## config.mk

```make
export PLATFORM = sky130hd
export DESIGN_NAME = hazard_scoreboard_flat
export DESIGN_NICKNAME = d
export VERILOG_FILES = /design/src/rtl/hazard_scoreboard_if.sv /design/src/rtl/hazard_scoreboard.sv /design/src/flat_wrapper.sv
export SDC_FILE = /design/constraint.sdc
export NUM_CORES = 1
export LEC_CHECK = 0
export ABC_AREA = 1
export CORE_ASPECT_RATIO = 0.7
export CORE_MARGIN = 5
export CORE_UTILIZATION = 55
export DETAILED_ROUTE_END_ITERATION = 8
export GPL_ROUTABILITY_DRIVEN = 0
export MAX_ROUTING_LAYER = met4
export PLACE_DENSITY = 0.83
export SLEW_MARGIN = 20
export SYNTH_ARGS = -nofsm -noshare
export SYNTH_HDL_FRONTEND = slang
export SYNTH_SLANG_ARGS = --single-unit
```

## constraint.sdc

```tcl
create_clock -name clock -period 3.6 [get_ports clock]
set_input_delay 0.36 -clock clock [delete_from_list [all_inputs] [get_ports clock]]
set_output_delay 0.36 -clock clock [all_outputs]
set_load 0.02 [all_outputs]
```

## src/rtl/hazard_scoreboard_if.sv

```systemverilog
// Decode-side handshake between the ID stage and the hazard scoreboard.
// The decoder (master) presents the instruction being decoded plus the flush
// request; the scoreboard (slave) answers with the stall and the EX operand
// forward selects.
interface hazard_scoreboard_if #(
    parameter int REG_W = 6
);
    logic             id_valid;
    logic [REG_W-1:0] id_rs;
    logic [REG_W-1:0] id_rt;
    logic             id_rs_used;
    logic             id_rt_used;
    logic [REG_W-1:0] id_rd;
    logic             id_wr;
    logic             id_load;
    logic             flush;
    logic             stall;
    logic [1:0]       fwd_a;
    logic [1:0]       fwd_b;

    modport master (
        output id_valid, id_rs, id_rt, id_rs_used, id_rt_used,
               id_rd, id_wr, id_load, flush,
        input  stall, fwd_a, fwd_b
    );

    modport slave (
        input  id_valid, id_rs, id_rt, id_rs_used, id_rt_used,
               id_rd, id_wr, id_load, flush,
        output stall, fwd_a, fwd_b
    );
endinterface

```

## src/rtl/hazard_scoreboard.sv

```systemverilog
// Hazard scoreboard sitting beside the ID/EX pipeline register.
// Shadows the destination of every instruction in EX, MEM and WB, raises a
// combinational load-use stall toward ID, and registers the EX operand
// forward selects so they arrive together with the operands in EX.
module hazard_scoreboard #(
    parameter int REG_W = 6,
    parameter int CNT_W = 16
) (
    input  logic                 clock,
    input  logic                 rst_n,
    hazard_scoreboard_if.slave   sb,
    output logic [CNT_W-1:0]     stall_count
);

    // Only the EX-resident copy needs the load flag: a load can only cause a
    // stall while it sits in EX, later slots always forward.
    typedef struct packed {
        logic             valid;
        logic [REG_W-1:0] rd;
        logic             wr;
    } slot_t;

    localparam logic [1:0] FWD_RF  = 2'b00;
    localparam logic [1:0] FWD_EX  = 2'b01;
    localparam logic [1:0] FWD_MEM = 2'b10;
    localparam logic [1:0] FWD_WB  = 2'b11;

    slot_t            exSlot_q, memSlot_q, wbSlot_q;
    slot_t            exSlot_d;
    logic             exLoad_q, exLoad_d;
    logic [1:0]       fwdA_q, fwdA_d;
    logic [1:0]       fwdB_q, fwdB_d;
    logic [CNT_W-1:0] stallCount_q, stallCount_d;
    logic             stallNow;
    logic             bubble;

    // A slot supplies a source when it writes that non-zero register and the
    // instruction actually reads the source; r0 is hard-wired and never matches.
    function automatic logic slotMatch(input slot_t s,
                                       input logic [REG_W-1:0] src,
                                       input logic used);
        return s.valid & s.wr & (s.rd == src) & (s.rd != '0) & used;
    endfunction

    // Nearest producer wins, so EX is checked before MEM before WB.
    function automatic logic [1:0] fwdSel(input slot_t ex, input slot_t mem,
                                          input slot_t wb,
                                          input logic [REG_W-1:0] src,
                                          input logic used);
        if (slotMatch(ex, src, used))       return FWD_EX;
        else if (slotMatch(mem, src, used)) return FWD_MEM;
        else if (slotMatch(wb, src, used))  return FWD_WB;
        else                                return FWD_RF;
    endfunction

    // Stall detection, EX admission and next forward selects for the
    // instruction about to move from ID into EX.
    always_comb begin
        stallNow     = 1'b0;
        bubble       = 1'b1;
        exSlot_d     = '0;
        exLoad_d     = 1'b0;
        fwdA_d       = FWD_RF;
        fwdB_d       = FWD_RF;
        stallCount_d = stallCount_q;

        stallNow = sb.id_valid & ~sb.flush & exLoad_q &
                   (slotMatch(exSlot_q, sb.id_rs, sb.id_rs_used) |
                    slotMatch(exSlot_q, sb.id_rt, sb.id_rt_used));
        bubble   = stallNow | sb.flush | ~sb.id_valid;

        if (!bubble) begin
            exSlot_d = '{valid: 1'b1, rd: sb.id_rd, wr: sb.id_wr};
            exLoad_d = sb.id_load;
            fwdA_d   = fwdSel(exSlot_q, memSlot_q, wbSlot_q, sb.id_rs, sb.id_rs_used);
            fwdB_d   = fwdSel(exSlot_q, memSlot_q, wbSlot_q, sb.id_rt, sb.id_rt_used);
        end

        if (stallNow && (stallCount_q != '1)) begin
            stallCount_d = stallCount_q + CNT_W'(1);
        end
    end

    // Slot shift register, forward-select registers and the saturating
    // stall counter; reset discards all in-flight state at once.
    always_ff @(posedge clock or negedge rst_n) begin
        if (!rst_n) begin
            exSlot_q     <= '0;
            memSlot_q    <= '0;
            wbSlot_q     <= '0;
            exLoad_q     <= 1'b0;
            fwdA_q       <= FWD_RF;
            fwdB_q       <= FWD_RF;
            stallCount_q <= '0;
        end else begin
            wbSlot_q     <= memSlot_q;
            memSlot_q    <= exSlot_q;
            exSlot_q     <= exSlot_d;
            exLoad_q     <= exLoad_d;
            fwdA_q       <= fwdA_d;
            fwdB_q       <= fwdB_d;
            stallCount_q <= stallCount_d;
        end
    end

    assign sb.stall    = stallNow;
    assign sb.fwd_a    = fwdA_q;
    assign sb.fwd_b    = fwdB_q;
    assign stall_count = stallCount_q;

endmodule

```

## src/flat_wrapper.sv

```systemverilog
// flat-port wrapper written by rule: the top's interface ports become plain ports
module hazard_scoreboard_flat 
#(
    parameter int REG_W = 6,
    parameter int CNT_W = 16
)
  (clock, rst_n, stall_count, sb_id_valid, sb_id_rs, sb_id_rt, sb_id_rs_used, sb_id_rt_used, sb_id_rd, sb_id_wr, sb_id_load, sb_flush, sb_stall, sb_fwd_a, sb_fwd_b);
  hazard_scoreboard_if #(.REG_W(REG_W)) sb_i ();
  input  logic clock;
  input  logic rst_n;
  output logic [CNT_W-1:0] stall_count;
  input wire logic [$bits(sb_i.id_valid)-1:0] sb_id_valid;
  input wire logic [$bits(sb_i.id_rs)-1:0] sb_id_rs;
  input wire logic [$bits(sb_i.id_rt)-1:0] sb_id_rt;
  input wire logic [$bits(sb_i.id_rs_used)-1:0] sb_id_rs_used;
  input wire logic [$bits(sb_i.id_rt_used)-1:0] sb_id_rt_used;
  input wire logic [$bits(sb_i.id_rd)-1:0] sb_id_rd;
  input wire logic [$bits(sb_i.id_wr)-1:0] sb_id_wr;
  input wire logic [$bits(sb_i.id_load)-1:0] sb_id_load;
  input wire logic [$bits(sb_i.flush)-1:0] sb_flush;
  output wire logic [$bits(sb_i.stall)-1:0] sb_stall;
  output wire logic [$bits(sb_i.fwd_a)-1:0] sb_fwd_a;
  output wire logic [$bits(sb_i.fwd_b)-1:0] sb_fwd_b;
  assign sb_i.id_valid = sb_id_valid;
  assign sb_i.id_rs = sb_id_rs;
  assign sb_i.id_rt = sb_id_rt;
  assign sb_i.id_rs_used = sb_id_rs_used;
  assign sb_i.id_rt_used = sb_id_rt_used;
  assign sb_i.id_rd = sb_id_rd;
  assign sb_i.id_wr = sb_id_wr;
  assign sb_i.id_load = sb_id_load;
  assign sb_i.flush = sb_flush;
  assign sb_stall = sb_i.stall;
  assign sb_fwd_a = sb_i.fwd_a;
  assign sb_fwd_b = sb_i.fwd_b;
  hazard_scoreboard #(.REG_W(REG_W), .CNT_W(CNT_W)) u_core (.clock(clock), .rst_n(rst_n), .sb(sb_i), .stall_count(stall_count));
endmodule
```

==> Word-level counts from Yosys, hierarchy flattened <==
Index checks and enable logic that the tools add are counted.
{ "totals": {"regBits": 45, "input_bits": 26, "output_inout_bits": 21, "elab_cells": 64} }
{ "classes": {"add_sub_neg": 1, "eq_ne": 7, "mux": 10, "bitwise": 29, "reduce_logical": 4} }
{ "op_table": {"columns": ["op", "n"], "rows": [
  ["$eq 6x6->1", 6],
  ["$and 1x1->1", 24],
  ["$reduce_bool 6->1", 3],
  ["$add 16x1->16 const B", 1],
  ["$mux 2", 8],
  ["$ne 16x16->1 const B", 1],
  ["$mux 8", 1],
  ["$or 1x1->1", 3],
  ["$not 1->1", 2],
  ["$logic_and 1x1->1", 1],
  ["$mux 1", 1]
]} }

==> Logic depth before layout (Yosys ltp) <==
{ "logic_depth": {"word_depth": 9, "ltp_mapped": 11, "mapped_depth_nobuf": 10} }

==> Worst setup path after synthesis <==
OpenSTA, ideal clock, no wires.
{ "synth_path": {"path_kind": "register -> register", "startpoint": "reg u_core.stallCount_q[0] (netlist: u_core.stall_count[0])", "endpoint": "reg u_core.stallCount_q[15] (netlist: u_core.stall_count[15])", "setup_ns": 0.117, "arrival_ns": 1.504, "required_ns": 3.483, "path_slack_ns": 1.978, "path_stages_with_launch": 9, "n_path_buf": 0, "period_less_slack_ns": 1.622, "path_cell_list": "dfrtp_1 ha_1 nand3_1 nor2_1 nand3_1 nand2_1 nor2_1 nand4_1 nand2_1"} }
{ "synth_via": {"elab_chain_len": 2, "word_cells_on_any_way": 3, "cone_classes": "add/sub (1); eq/ne (1); reduce/logical (1)"} }
{ "synth_lines": {"columns": ["item", "line_no", "text"], "rows": [
  ["start: declaration", "hazard_scoreboard.sv:33", "logic [CNT_W-1:0] stallCount_q, stallCount_d;"],
  ["start signal: assignment", "hazard_scoreboard.sv:102", "stallCount_q <= stallCount_d;"],
  ["parallel branches: the longest is 2 deep, another holds $add 16x1->16", null, null]
]} }
Parallel ways; which one is timed is not known.
A chain may end at the register's enable or synchronous reset.

==> Final worst setup path <==
{ "layout_path": {"startpoint": "in sb_id_rt[1]", "endpoint": "out sb_stall"} }
{ "layout_via": {"elab_chain_len": 6} }
{ "layout_lines": {"columns": ["item", "line_no", "text"], "rows": [
  ["start: declaration", "flat_wrapper.sv:14", "input wire logic [$bits(sb_i.id_rt)-1:0] sb_id_rt;"],
  ["$eq 6x6->1", "hazard_scoreboard.sv:42", "return s.valid & s.wr & (s.rd == src) & (s.rd != '0) & used;"],
  ["$and 1x1->1 (3 in series)", "hazard_scoreboard.sv:42", null],
  ["$or 1x1->1", "hazard_scoreboard.sv:68", "(slotMatch(exSlot_q, sb.id_rs, sb.id_rs_used) |"],
  ["$and 1x1->1", "hazard_scoreboard.sv:67", "stallNow = sb.id_valid & ~sb.flush & exLoad_q &"],
  ["end: declaration", "flat_wrapper.sv:21", "output wire logic [$bits(sb_i.stall)-1:0] sb_stall;"]
]} }
No other way between the ends.

==> impl_metrics.py <==
metrics = {
    "outcome": {
        "status": "completed",
    },
    "detailed_routing": {
        "first_pass_iters": 5,
        "drc_errors": 0,
        "antenna_left": 0,
        "routed_wl_mm": 6.282,
        "drt_iter0_markers": 202,
        "wl_per_cell_um": 13.90,
        "num_vias": 2397,
        "vias_per_cell": 5.303,
    },
    "finish": {
        "fin_util_pct": 68.27,
        "final_common_cell": "nand2_1",
        "final_area_mm2": 0.003193,
        "drive_above_1_share_pct": 6.582,
        "diodes": 0,
        "mostFrequentLayoutCells": "nand2_1 (96), nor2_1 (57), clkdlybuf4s50_1 (45), dfrtp_1 (45), inv_1 (42)",
        "final_nets": 422,
        "area_growth_syn_to_layout_pct": 22.52,
        "fillers": 396,
    },
    "synth": {
        "synth_edf_count": 0,
        "synth_fp_nets": 373,
        "synth_cell_types": 27,
        "synth_top_area_share_pct": 43.21,
        "ys_ff_latch": 45,
        "syn_inst": 346,
        "ys_top_cells_by_area": "dfrtp_1 (43%), nand2_1 (14%), nor2_1 (8.2%), inv_1 (6.0%), nand4_1 (5.0%)",
        "yosysWarnings": 0,
        "synth_flop_cell": "dfrtp_1",
        "async_flop_share_pct": 100.0,
        "syn_area_mm2": 0.002606,
        "synth_top_cell_by_area": "dfrtp_1",
        "ys_seq_area_share_pct": 43.21,
        "avgSynthCellArea_um2": 7.533,
    },
    "clocking": {
        "cts_sinks": 45,
        "clk_path_buf_depth": 2,
        "clkTransAtPathRegs_ps": 80,
        "cts_resized": 0,
        "hold_buffers": 0,
        "clock-root-buffer": "clkbuf_8",
        "cts_setup_buffers": 0,
        "cts-buffers-inserted": 5,
        "tritoncts": "built",
        "clk_latency_ps": 290,
        "htreeDepth": 2,
    },
    "die": {
        "fp.dieW_um": 92.28,
        "coreArea_mm2": 0.004677,
        "fp.dieH_um": 67.60,
        "die-area_mm2": 0.006237,
        "row_count": 21,
        "io_pins": 47,
        "start_util_pct": 55.72,
    },
    "worst_setup_path": {
        "cp_slowest_stage_delay_ps": 590,
        "cp-startpoint": "sb_id_rt[1]",
        "regToRegSetupSlack_ps": 1630,
        "crit_type": "in2out",
        "slowest_stage": "clkdlybuf4s50_1",
        "r2r_cells": 7,
        "worst_r2r_endpoint": "u_core.stall_count[0]",
        "critical_path_required_ps": 3240,
        "crit_chain": "clkdlybuf4s50_1 -> inv_2 -> a21oi_2 -> nand2_1 -> nor2_1 -> nand3_2 -> nand2_4 -> nand2_1 -> inv_1 -> clkdlybuf4s50_1",
        "cp.buffers_inverters": 4,
        "start_kind": "primary input",
        "worst-endpoint-arrival_ps": 2430,
        "cpLargestDelayFamily": "buffers and inverters",
        "crit_fanout": 19,
        "end_kind": "output port",
        "worstReg2RegStart": "u_core.stall_count[0]",
    },
    "timing": {
        "whs_ps": 53.95,
        "max_freq_mhz": 358.5,
        "tns_ps": 0,
        "setup_viol": 0,
        "hold_viol": 0,
        "final.min_clock_period_ps": 2789,
        "rsz0062_at_grt": "no",
        "slew_violations": 0,
        "worstMarginPinSlew_ps": 555.2,
        "slew_headroom_pct": 62.99,
        "finalCritPeriodShare_pct": 77.48,
        "clock_skew_ps": 5.111,
    },
    "hold_path": {
        "hp-class": "in2async",
    },
    "power": {
        "combPwrFrac_pct": 11.6,
        "power.density_mw_per_mm2": 300.3,
        "p_int_mw": 0.7184,
        "power_frac_clock_pct": 33.3,
        "p_seq_share_pct": 55.0,
        "p_leak_nw": 1.518,
        "swShare_pct": 25.09,
        "peakVddDrop_v": 0.0002102,
        "switchingPower_mw": 0.2406,
    },
    "global_route": {
        "grt_pass1_wl_mm": 10.44,
        "track_usage_pct": 22.06,
        "gr-total-overflow": 0,
        "antenna_found_initial": 0,
        "grt_pass1_vias": 2183,
        "grt_max_degree": 46,
    },
    "placement": {
        "dp_hpwl_mm": 4.733,
        "placed_area_mm2": 0.003100,
        "port_buffers": 46,
    },
    "job": {
        "maxCapViolations": 0,
    },
}
[power groups by stage]
stage	combinational (mW)	sequential, mW	clock, mW
global route	0.124	0.530	0.343
floorplan	0.0547	0.535	0
detailed placement	0.110	0.538	0
CTS	0.111	0.527	0.327
global placement	0.108	0.537	0
finish	0.112	0.528	0.320
[routing by layer]
metal / track usage (%) / share of wire [%] / vias to the layer above
met4: 4.444 / 0.94 / 0
met3: 4.009 / 7.9 / 9
met5: - / 0 / -
met2: 33.64 / 44 / 110
met1: 31.14 / 48 / 1098
li1: - / - / 1180
[registers in the layout, summed over array words and instances (netlist names)]
name,cells
u_core.stall_count,16
u_core.sb.fwd_b,2
u_core.memSlot_q,8
u_core.sb.fwd_a,2
u_core.exSlot_q,8
u_core.wbSlot_q,8
u_core.exLoad_q,1
[worst register-to-register path, delay by kind of cell, from the launching register on]
family,cells,cell delay [ps]
simple gates,5,1080
buf+inv,1,180
flops,1,440
fa+ha+maj,1,220
[metrics by stage]
| stage | instances | setup slack, ps | total power, mW |
|---|---|---|---|
| floorplan | 346 | 1978 | 0.5893 |
| global placement | 445 | 866.7 | 0.6447 |
| detailed placement | 445 | 846.5 | 0.6481 |
| CTS | 452 | 819.8 | 0.9652 |
| global route | 452 | 667.3 | 0.9967 |
| finish | 452 | 810.6 | 0.9590 |
[cell usage after synthesis (2+ instances only)]
cell      instances
nand4_1          21
nand3_1          16
nand3b_1          4
xor2_1           14
inv_1            42
nor2_1           57
nor3_2            2
buf_2             2
o21ai_0           9
a21oi_1           2
buf_6             2
nor3_1            2
nand2_1          96
nand3_2           2
a21oi_2           2
nor2_2            3
inv_2             4
xnor2_1          13
dfrtp_1          45
[area by class of cell]
cell class	count	area (um^2)	area share, %
multi-input cells	250	1267	39.69
flip-flops and latches	45	1126	35.27
repair buffers	47	465.4	14.58
inverters	46	172.7	5.408
clock buffers	6	82.58	2.586
well taps	57	71.32	2.234
clock inverters	1	7.507	0.2351
[cells by family (layout without fill, tap and decap cells)]
| kind of cell | count (synthesis) | after routing | synth area share, % |
|---|---|---|---|
| compound gates | 14 | 14 | 3.073 |
| xor+xnor | 27 | 27 | 9.074 |
| fa+ha+maj | 1 | 1 | 0.4800 |
| buf+inv | 51 | 100 | 8.161 |
| flops | 45 | 45 | 43.21 |
| simple gates | 208 | 208 | 36.01 |
[worst max path at each step]
stage	slack, ps	cells past startpoint	endpoint
floorplan	1980	8	u_core.stall_count[15]
global placement	870	9	sb_stall
detailed placement	850	9	sb_stall
CTS	820	10	sb_stall
global route	670	9	sb_stall
finish	810	10	sb_stall
No activity file was read; power rests on OpenSTA's default activity.
